$ cat config.mk
export PLATFORM = sky130hd
export DESIGN_NAME = uart_psram_bridge
export DESIGN_NICKNAME = d
export VERILOG_FILES = /design/src/rtl/psram_uart_pkg.sv /design/src/rtl/bridge_timer.sv /design/src/rtl/uart_psram_bridge.sv
export SDC_FILE = /design/constraint.sdc
export NUM_CORES = 1
export LEC_CHECK = 0
export BUFFER_PORTS_ARGS = -buffer_cell sky130_fd_sc_hd__buf_2
export CAP_MARGIN = 20
export CORE_MARGIN = 5
export CORE_UTILIZATION = 40
export DETAILED_ROUTE_END_ITERATION = 8
export GPL_TIMING_DRIVEN = 0
export PLACE_DENSITY = 0.65
export SYNTH_ARGS = -nofsm -noshare
export SYNTH_HDL_FRONTEND = slang
export SYNTH_HIERARCHICAL = 1
export SYNTH_SLANG_ARGS = --single-unit
$ cat constraint.sdc
create_clock -name mem_clk -period 2.6 [get_ports mem_clk]
set_input_delay 0.52 -clock mem_clk [delete_from_list [all_inputs] [get_ports mem_clk]]
set_output_delay 0.52 -clock mem_clk [all_outputs]
set_load 0.1 [all_outputs]
$ cat src/rtl/psram_uart_pkg.sv
`default_nettype none
// ============================================================================
// Module   : psram_uart_pkg
// Purpose  : Shared constants and types for the UART-to-PSRAM command bridge:
//            opcode/response bytes, controller read_write codes, FSM states.
// Revision : 1.0  initial release
// ============================================================================
package psram_uart_pkg;

  // Command opcodes received from the UART
  localparam logic [7:0] c_OP_WRITE = 8'h57;  // 'W'
  localparam logic [7:0] c_OP_READ  = 8'h52;  // 'R'

  // Response bytes returned to the UART
  localparam logic [7:0] c_RSP_ACK  = 8'h4B;  // 'K'
  localparam logic [7:0] c_RSP_BAD  = 8'h3F;  // '?'
  localparam logic [7:0] c_RSP_ERR  = 8'h45;  // 'E'

  // Controller read_write codes
  localparam logic [1:0] RW_IDLE  = 2'd0;
  localparam logic [1:0] RW_WRITE = 2'd1;
  localparam logic [1:0] RW_READ  = 2'd2;

  // Bridge FSM states
  typedef enum logic [2:0] {
    ST_IDLE     = 3'd0,
    ST_GET_ADDR = 3'd1,
    ST_GET_DATA = 3'd2,
    ST_ISSUE    = 3'd3,
    ST_WAIT_MEM = 3'd4,
    ST_SEND     = 3'd5
  } state_t;

endpackage : psram_uart_pkg
`default_nettype wire

$ cat src/rtl/bridge_timer.sv
`default_nettype none
// ============================================================================
// Module   : bridge_timer
// Purpose  : Loadable down-counter. Counts down to zero after a load and
//            holds there; expired is high whenever the count is zero.
// Revision : 1.0  initial release
// ============================================================================
module bridge_timer #(
  parameter int WIDTH = 8
) (
  input  logic             mem_clk,
  input  logic             rst_n,
  input  logic             load,
  input  logic [WIDTH-1:0] load_value,
  output logic             expired
);

  logic [WIDTH-1:0] r_count;

  // Reload on request, otherwise count down and saturate at zero
  always_ff @(posedge mem_clk or negedge rst_n) begin
    if (!rst_n) begin
      r_count <= '0;
    end else if (load) begin
      r_count <= load_value;
    end else if (r_count != '0) begin
      r_count <= r_count - 1'b1;
    end
  end

  assign expired = (r_count == '0);

endmodule : bridge_timer
`default_nettype wire

$ cat src/rtl/uart_psram_bridge.sv
`default_nettype none
// ============================================================================
// Module   : uart_psram_bridge
// Purpose  : Parses UART command frames ('W' A2 A1 A0 D1 D0 / 'R' A2 A1 A0)
//            into single-word PSRAM controller transactions and returns
//            read data or acknowledgement bytes to the UART transmitter.
// Revision : 1.0  initial release
// ============================================================================
module uart_psram_bridge
  import psram_uart_pkg::*;
#(
  parameter int FRAME_TIMEOUT = 84000,
  parameter int MEM_TIMEOUT   = 255
) (
  input  logic        mem_clk,
  input  logic        rst_n,
  input  logic [7:0]  rx_data,
  input  logic        rx_valid,
  output logic [7:0]  tx_data,
  output logic        tx_valid,
  input  logic        tx_ready,
  input  logic        qpi_on,
  input  logic        endcommand,
  input  logic [15:0] data_out,
  output logic        quad_start,
  output logic [1:0]  read_write,
  output logic [22:0] address,
  output logic [15:0] data_in,
  output logic        busy,
  output logic        err_overrun
);

  localparam int c_FT_W = $clog2(FRAME_TIMEOUT + 1);
  localparam int c_MT_W = $clog2(MEM_TIMEOUT + 1);

  // Frame timer is reloaded on the accepting edge, so it expires at the
  // edge that closes the FRAME_TIMEOUT-th idle cycle.
  localparam logic [c_FT_W-1:0] c_FT_LOAD = c_FT_W'(FRAME_TIMEOUT - 1);
  // Memory timer is loaded at the end of the quad_start cycle.
  localparam logic [c_MT_W-1:0] c_MT_LOAD = c_MT_W'(MEM_TIMEOUT - 1);

  state_t      r_state;
  logic [2:0]  r_byte_cnt;
  logic        r_is_write;
  logic        r_second_pending;
  logic [7:0]  r_rd_lo;
  logic [7:0]  r_tx_data;
  logic        r_tx_valid;
  logic        r_quad_start;
  logic [1:0]  r_read_write;
  logic [22:0] r_address;
  logic [15:0] r_data_in;
  logic        r_busy;
  logic        r_err_overrun;

  logic        w_collecting;
  logic        w_frame_load;
  logic        w_frame_expired;
  logic        w_mem_expired;
  logic        w_rx_dropped;

  assign w_collecting = (r_state == ST_GET_ADDR) || (r_state == ST_GET_DATA);
  assign w_frame_load = rx_valid && (w_collecting || (r_state == ST_IDLE));
  assign w_rx_dropped = rx_valid && !w_collecting && (r_state != ST_IDLE);

  bridge_timer #(.WIDTH(c_FT_W)) u_frame_timer (
    .mem_clk    (mem_clk),
    .rst_n      (rst_n),
    .load       (w_frame_load),
    .load_value (c_FT_LOAD),
    .expired    (w_frame_expired)
  );

  bridge_timer #(.WIDTH(c_MT_W)) u_mem_timer (
    .mem_clk    (mem_clk),
    .rst_n      (rst_n),
    .load       (r_quad_start),
    .load_value (c_MT_LOAD),
    .expired    (w_mem_expired)
  );

  // Command FSM: frame parsing, controller handshake and response sequencing
  always_ff @(posedge mem_clk or negedge rst_n) begin
    if (!rst_n) begin
      r_state          <= ST_IDLE;
      r_byte_cnt       <= 3'd0;
      r_is_write       <= 1'b0;
      r_second_pending <= 1'b0;
      r_rd_lo          <= 8'd0;
      r_tx_data        <= 8'd0;
      r_tx_valid       <= 1'b0;
      r_quad_start     <= 1'b0;
      r_read_write     <= RW_IDLE;
      r_address        <= 23'd0;
      r_data_in        <= 16'd0;
      r_busy           <= 1'b0;
      r_err_overrun    <= 1'b0;
    end else begin
      r_quad_start  <= 1'b0;
      r_err_overrun <= w_rx_dropped;

      case (r_state)
        ST_IDLE: begin
          if (rx_valid) begin
            r_busy <= 1'b1;
            if (rx_data == c_OP_WRITE || rx_data == c_OP_READ) begin
              r_is_write <= (rx_data == c_OP_WRITE);
              r_byte_cnt <= 3'd0;
              r_state    <= ST_GET_ADDR;
            end else begin
              r_tx_data        <= c_RSP_BAD;
              r_tx_valid       <= 1'b1;
              r_second_pending <= 1'b0;
              r_state          <= ST_SEND;
            end
          end
        end

        ST_GET_ADDR: begin
          if (rx_valid) begin
            case (r_byte_cnt)
              3'd0:    r_address[22:16] <= rx_data[6:0];
              3'd1:    r_address[15:8]  <= rx_data;
              default: r_address[7:0]   <= rx_data;
            endcase
            if (r_byte_cnt == 3'd2) begin
              r_byte_cnt <= 3'd0;
              if (r_is_write) begin
                r_state <= ST_GET_DATA;
              end else begin
                // Skip ISSUE when the controller is already up
                r_read_write <= RW_READ;
                r_quad_start <= qpi_on;
                r_state      <= qpi_on ? ST_WAIT_MEM : ST_ISSUE;
              end
            end else begin
              r_byte_cnt <= r_byte_cnt + 3'd1;
            end
          end else if (w_frame_expired) begin
            r_byte_cnt <= 3'd0;
            r_busy     <= 1'b0;
            r_state    <= ST_IDLE;
          end
        end

        ST_GET_DATA: begin
          if (rx_valid) begin
            if (r_byte_cnt == 3'd0) begin
              r_data_in[15:8] <= rx_data;
              r_byte_cnt      <= 3'd1;
            end else begin
              r_data_in[7:0] <= rx_data;
              r_byte_cnt     <= 3'd0;
              r_read_write   <= RW_WRITE;
              r_quad_start   <= qpi_on;
              r_state        <= qpi_on ? ST_WAIT_MEM : ST_ISSUE;
            end
          end else if (w_frame_expired) begin
            r_byte_cnt <= 3'd0;
            r_busy     <= 1'b0;
            r_state    <= ST_IDLE;
          end
        end

        ST_ISSUE: begin
          if (qpi_on) begin
            r_quad_start <= 1'b1;
            r_state      <= ST_WAIT_MEM;
          end
        end

        ST_WAIT_MEM: begin
          // endcommand seen during the quad_start cycle belongs to nothing
          if (!r_quad_start && endcommand) begin
            r_read_write <= RW_IDLE;
            r_tx_valid   <= 1'b1;
            r_state      <= ST_SEND;
            if (r_is_write) begin
              r_tx_data        <= c_RSP_ACK;
              r_second_pending <= 1'b0;
            end else begin
              r_tx_data        <= data_out[15:8];
              r_rd_lo          <= data_out[7:0];
              r_second_pending <= 1'b1;
            end
          end else if (!r_quad_start && w_mem_expired) begin
            r_read_write     <= RW_IDLE;
            r_tx_data        <= c_RSP_ERR;
            r_tx_valid       <= 1'b1;
            r_second_pending <= 1'b0;
            r_state          <= ST_SEND;
          end
        end

        ST_SEND: begin
          if (r_tx_valid && tx_ready) begin
            if (r_second_pending) begin
              r_tx_data        <= r_rd_lo;
              r_second_pending <= 1'b0;
            end else begin
              r_tx_valid <= 1'b0;
              r_busy     <= 1'b0;
              r_state    <= ST_IDLE;
            end
          end
        end

        default: begin
          r_busy  <= 1'b0;
          r_state <= ST_IDLE;
        end
      endcase
    end
  end

  assign tx_data     = r_tx_data;
  assign tx_valid    = r_tx_valid;
  assign quad_start  = r_quad_start;
  assign read_write  = r_read_write;
  assign address     = r_address;
  assign data_in     = r_data_in;
  assign busy        = r_busy;
  assign err_overrun = r_err_overrun;

endmodule : uart_psram_bridge
`default_nettype wire

Yosys cells after proc, flatten, opt, wreduce, memory -nomap -nowiden
Cells that the tools add are included.
- add/sub/neg operators: 3
- equality and inequality tests: 26
- mux-type cells: 68
- bitwise logic cells: 4
- reduce and logical (&&, ||, !) cells: 40
- operator list (cell ; number):
    8-bit two-way mux ; 9
    3-bit two-way mux ; 20
    17-bit two-way mux ; 2
    8-bit one-hot mux with 3 select lines ; 1
    3-bit AND reduction ; 8
    1-bit two-way mux ; 22
    2-bit != test (second input constant) ; 11
    3-bit one-hot mux with 6 select lines ; 1
    6-bit AND reduction ; 3
    17-bit logical NOT ; 1
    17-bit nonzero test ; 1
    17-bit by 1-bit subtractor with 17-bit output (second input constant) ; 1
    8-bit by 7-bit equality test with 1-bit output (second input constant) ; 2
    2-bit two-way mux ; 7
    7-bit AND reduction ; 2
    3-bit nonzero test ; 4
    3-bit by 2-bit equality test with 1-bit output (second input constant) ; 3
    1-bit one-hot mux with 3 select lines ; 3
    3-bit one-hot mux with 3 select lines ; 1
    8-bit logical NOT ; 1
    8-bit nonzero test ; 1
    8-bit by 1-bit subtractor with 8-bit output (second input constant) ; 1
    3-bit by 1-bit equality test with 1-bit output (second input constant) ; 2
    3-bit equality test (second input constant) ; 2
    other kinds (14) ; 32
- bits in registers: 94
- bits of input ports: 30
- output and inout bits: 53

Logic depth before layout (Yosys ltp)
- word-level depth: 5
- mapped depth: 11

Cells and area by module
The synthesis kept the hierarchy.
- modules (own cells, without submodules) (module ; times used ; cells each ; area each (µm²) ; seq. area each (µm²)):
    uart_psram_bridge ; 1 ; 299 ; 3245.6 ; 1726.7
    bridge_timer (u_frame_timer) ; 1 ; 109 ; 1033.5 ; 425.4
    bridge_timer (u_mem_timer) ; 1 ; 54 ; 476.7 ; 200.2

Least setup slack after synthesis
Ideal clock, no wire load.
- path type: flip-flop to flip-flop
- from: register u_frame_timer.r_count[0]
- to: register r_byte_cnt[1]
- arrival: 2647 ps
- data required time: 2473 ps
- slack: -174 ps
- cell stages (with the launch flop): 12
- buffers on the path: 1
- path through: dfrtp_1 -> inv_1 -> ha_1 -> nor4b_1 -> nand2b_1 -> nor3_2 -> buf_2 -> nor2_1 -> maj3_1 -> a211oi_1 -> a21bo_2 -> o21ai_0
- cells in the longest elaborated chain, start to end: 4
- RTL lines (element ; line ; source):
    start, declared ; bridge_timer.sv:18 ; logic [WIDTH-1:0] r_count;
    start signal, assigned ; bridge_timer.sv:25 ; r_count <= load_value;
    start signal, assigned ; bridge_timer.sv:27 ; r_count <= r_count - 1'b1;
    17-bit logical NOT (*) ; bridge_timer.sv:31 ; assign expired = (r_count == '0);
    net w_frame_expired ; uart_psram_bridge.sv:58 ; logic w_frame_expired;
    3-bit two-way mux (*) ; - ;
    3-bit two-way mux (on tied branches) ; - ;
    3-bit one-hot mux with 3 select lines (*) ; - ;
    end signal, assigned ; uart_psram_bridge.sv:137 ; r_byte_cnt <= r_byte_cnt + 3'd1;
    end, declared ; uart_psram_bridge.sv:43 ; logic [2:0] r_byte_cnt;
Mark *: on every way through the listed nets, which the timed path passes. The rest lies on a longest branch.
A chain may end at the register's enable or synchronous reset.

Final worst setup path
- from: register u_mem_timer.r_count[0]
- to: register r_tx_data[2] (netlist: tx_data[2])
- cells in the longest elaborated chain, start to end: 4
- RTL lines (element ; line ; source):
    start, declared ; bridge_timer.sv:18 ;
    start signal, assigned ; bridge_timer.sv:25 ;
    start signal, assigned ; bridge_timer.sv:27 ;
    8-bit logical NOT ; bridge_timer.sv:31 ;
    net w_mem_expired ; uart_psram_bridge.sv:59 ; logic w_mem_expired;
    1-bit logical AND ; uart_psram_bridge.sv:186 ; end else if (!r_quad_start && w_mem_expired) begin
    3-bit != test (no line) ; - ;
    6-bit AND reduction (no line) ; - ;
    end signal, assigned ; uart_psram_bridge.sv:182 ; r_tx_data <= data_out[15:8];
    end signal, assigned ; uart_psram_bridge.sv:188 ; r_tx_data <= c_RSP_ERR;
    end signal, assigned ; uart_psram_bridge.sv:198 ; r_tx_data <= r_rd_lo;
    end, declared ; uart_psram_bridge.sv:47 ; logic [7:0] r_tx_data;
The timed path passes the listed nets, and every way through them passes these cells.

==> results.py <==
metrics = {
    "grt": {
        "overflow": 0,
        "grt_pass1_vias": 4069,
        "grt_use_met2": 0.2812,
        "top_usage_layer": "met2",
        "antenna_found_initial": 0,
        "track_usage": 0.1672,
        "met3_usage": 0.04550,
        "grt_use_met1": 0.2100,
        "grt_pass1_wl_um": 19490,
        "grt_max_degree": 58,
    },
    "die": {
        "die_area_um2": 14170,
        "die_w_um": 119.0,
        "rows": 39,
        "core-area_um2": 11520,
        "pin_count": 83,
        "die_h_um": 119.0,
        "initial_core_util": 0.4130,
    },
    "sta": {
        "drv_slew": 0,
        "worstMarginPinSlew_ns": 0.7376,
        "fin_skew_ns": 0.008723,
        "relSlewSlack": 0.5072,
        "finalSetupTns_ns": 0,
        "hold_viol": 0,
        "fin_crit_sh": 0.9369,
        "setup_violations": 0,
        "fin_crit_ns": 2.436,
        "fmax_mhz": 410.5,
    },
    "drt": {
        "drt_iter0_markers": 179,
        "num_vias": 3859,
        "vias_per_cell": 5.272,
        "drc": 0,
        "drtAntennaViolNets": 0,
        "wl_per_cell_um": 15.52,
        "drt_wl_total_um": 11360,
        "firstDrtPassIters": 4,
    },
    "synth": {
        "synth_ff_type": "dfrtp_1",
        "ys_seq_area_frac": 0.4946,
        "yosys_warnings": 6,
        "synth_cells": 462,
        "syn_area_per_cell_um2": 10.29,
        "syn_area_um2": 4756,
        "synth_edf_count": 0,
        "synth_seq_cells": 94,
        "synth-async-reset-ratio": 1.000,
        "synth_cell_type_count": 61,
    },
    "flow_run": {
        "maxCapViolations": 0,
    },
    "placement": {
        "dp.cells": 709,
        "hpwl_um": 8124,
        "place.gp.congestion": 0.8616,
        "portBuffers": 80,
    },
    "worst_hold_path": {
        "hp-class": "input pin to asynchronous set/reset pin",
    },
    "final_layout": {
        "area_growth_pct": 24.34,
        "layout.cells.non_filler": 732,
        "final_nets": 616,
        "post-route-util": 0.5135,
        "final_cell_mix": "94 x dfrtp_1, 85 x buf_2, 61 x nand2_1",
        "layout_commonest_cell": "dfrtp_1",
        "num_antenna_cells": 0,
        "drive_above_1_share": 0.3056,
    },
    "setup_path": {
        "path_class": "register to register",
        "critPathRequiredTime_ns": 2.83,
        "cp-start-kind": "register",
        "cp_slowest_cell": "or3b_4",
        "cp-end-kind": "register",
        "worstPathMaxFanout": 7,
        "crit_chain": "inv_1 > ha_2 > or3b_4 > nor2_4 > nor2_1 > o21a_2 > nor4_4 > buf_4 > mux2_2",
        "crit_arrival_ns": 2.66,
        "max_stage_delay_ns": 0.44,
    },
    "clock_network": {
        "cts-hold-fix-buffers": 0,
        "cts_tree": "done",
        "clock_latency_ns": 0.35,
        "clockBufferDepth": 2,
        "cts_max_level": 3,
        "clock-sinks": 94,
        "clk_pin_slew_ns": 0.07,
        "numCtsBuffers": 9,
        "root_buffer": "clkbuf_16",
    },
    "outcome": {
        "status": "finished, final reports clean",
    },
}
-- critical path, delay by kind of cell, from the launching register on --
kind	cells	cell delay, ns
DFF	1	0.42
buffers and inverters	2	0.28
muxes	1	0.34
and+or+nand+nor	4	0.81
AOI/OAI and AO/OA	1	0.25
adders and majority gates	1	0.22
-- through the flow --
stage | hold WS (ns) | area, µm² | setup slack (ns)
floorplan | 0.2244 | 4857 | 0.03031
global placement | 0.4585 | 5436 | -0.4611
detailed placement | 0.4633 | 5466 | -0.4675
CTS | 0.1552 | 5853 | 0.0003515
global route | 0.1761 | 5913 | -0.02574
finish | 0.1394 | 5913 | 0.1640
-- logic make-up after synthesis --
kind of cell             after synthesis  synth area share
AO/OA/AOI/OAI                         97            0.1384
XOR/XNOR                              13           0.02394
adder cells (fa/ha/maj)                4          0.009471
buffers and inverters                 37           0.03262
flip-flops                            94            0.4946
multiplexers                          46            0.1081
other                                  2          0.001579
AND/OR/NAND/NOR                      169            0.1913
-- final timing paths --
| path | startpoint | cells past startpoint | slack, ns | end |
|---|---|---|---|---|
| min in group mem_clk | data_out[7] | 3 | 0.36 | r_rd_lo[7]$_DFFE_PN0P_ |
| max | u_mem_timer/r_count[0]$_DFFE_PN0P_ | 9 | 0.16 | tx_data[2]$_DFFE_PN0P_ |
| max reg2reg | u_mem_timer/r_count[0]$_DFFE_PN0P_ | 9 | 0.16 | tx_data[2]$_DFFE_PN0P_ |
| min reg2reg | r_rd_lo[2]$_DFFE_PN0P_ | 2 | 0.48 | r_rd_lo[2]$_DFFE_PN0P_ |
| max in group asynchronous | rst_n | 2 | 1.83 | r_byte_cnt[1]$_DFFE_PN0P_ |
| min | rst_n | 1 | 0.14 | r_rd_lo[4]$_DFFE_PN0P_ |
-- repair_timing --
action	in CTS	in global routing
endpoints found under the setup margin	13	14
gates resized for setup	8	9
hold endpoints to repair	0	0
pin swaps	5	2
buffers inserted	4	4
-- final cells by class --
| class | instances | area (µm²) |
|---|---|---|
| multi-input cells | 354 | 2412 |
| well taps | 143 | 178.9 |
| inverters | 11 | 41.29 |
| clock inverters | 7 | 97.59 |
| fillers | 1086 | 5603 |
| flip-flops and latches | 94 | 2352 |
| repair buffers | 89 | 490.5 |
| plain buffers | 25 | 115.1 |
| clock buffers | 9 | 225.2 |
-- metal layers --
layer | up-vias | routed length (µm)
li1 | 1889 | -
met1 | 1886 | 4944
met2 | 73 | 5665
met3 | 11 | 603
met4 | 0 | 146
met5 | - | 0
-- synthesized netlist by cell type, drive strengths merged, types with 3 or more instances --
cell / n / share of area
clkbuf: 18 / 0.015
and3: 3 / 0.0039
mux2i: 3 / 0.0063
nand3b: 3 / 0.0047
nor2b: 6 / 0.0079
nand2b: 11 / 0.014
nor3b: 3 / 0.0047
o31a: 3 / 0.0055
xnor2: 10 / 0.018
or4: 4 / 0.0063
or3: 9 / 0.012
o31ai: 20 / 0.033
dfrtp: 94 / 0.49
nand4: 5 / 0.0066
nand3: 8 / 0.0095
buf: 7 / 0.0074
mux2: 43 / 0.10
o41ai: 3 / 0.0055
nor3: 13 / 0.015
nor4: 9 / 0.018
nand2: 61 / 0.048
a21oi: 20 / 0.021
xor2: 3 / 0.0055
o22ai: 3 / 0.0039
nor2: 25 / 0.020
inv: 11 / 0.0087
o21ai: 20 / 0.021
a21boi: 7 / 0.012
a31oi: 3 / 0.0039
-- registers in the layout, indices dropped and copies added (netlist names) --
register               flops
busy                       1
data_in                   16
tx_data                    8
r_is_write                 1
quad_start                 1
u_mem_timer/r_count        8
tx_valid                   1
r_state                    3
u_frame_timer/r_count     17
read_write                 2
address                   23
err_overrun                1
r_byte_cnt                 3
r_rd_lo                    8
r_second_pending           1
Power is left out: the tool's default activity adds up to more than one toggle a clock period on the data nets, which glitch-free logic cannot reach.
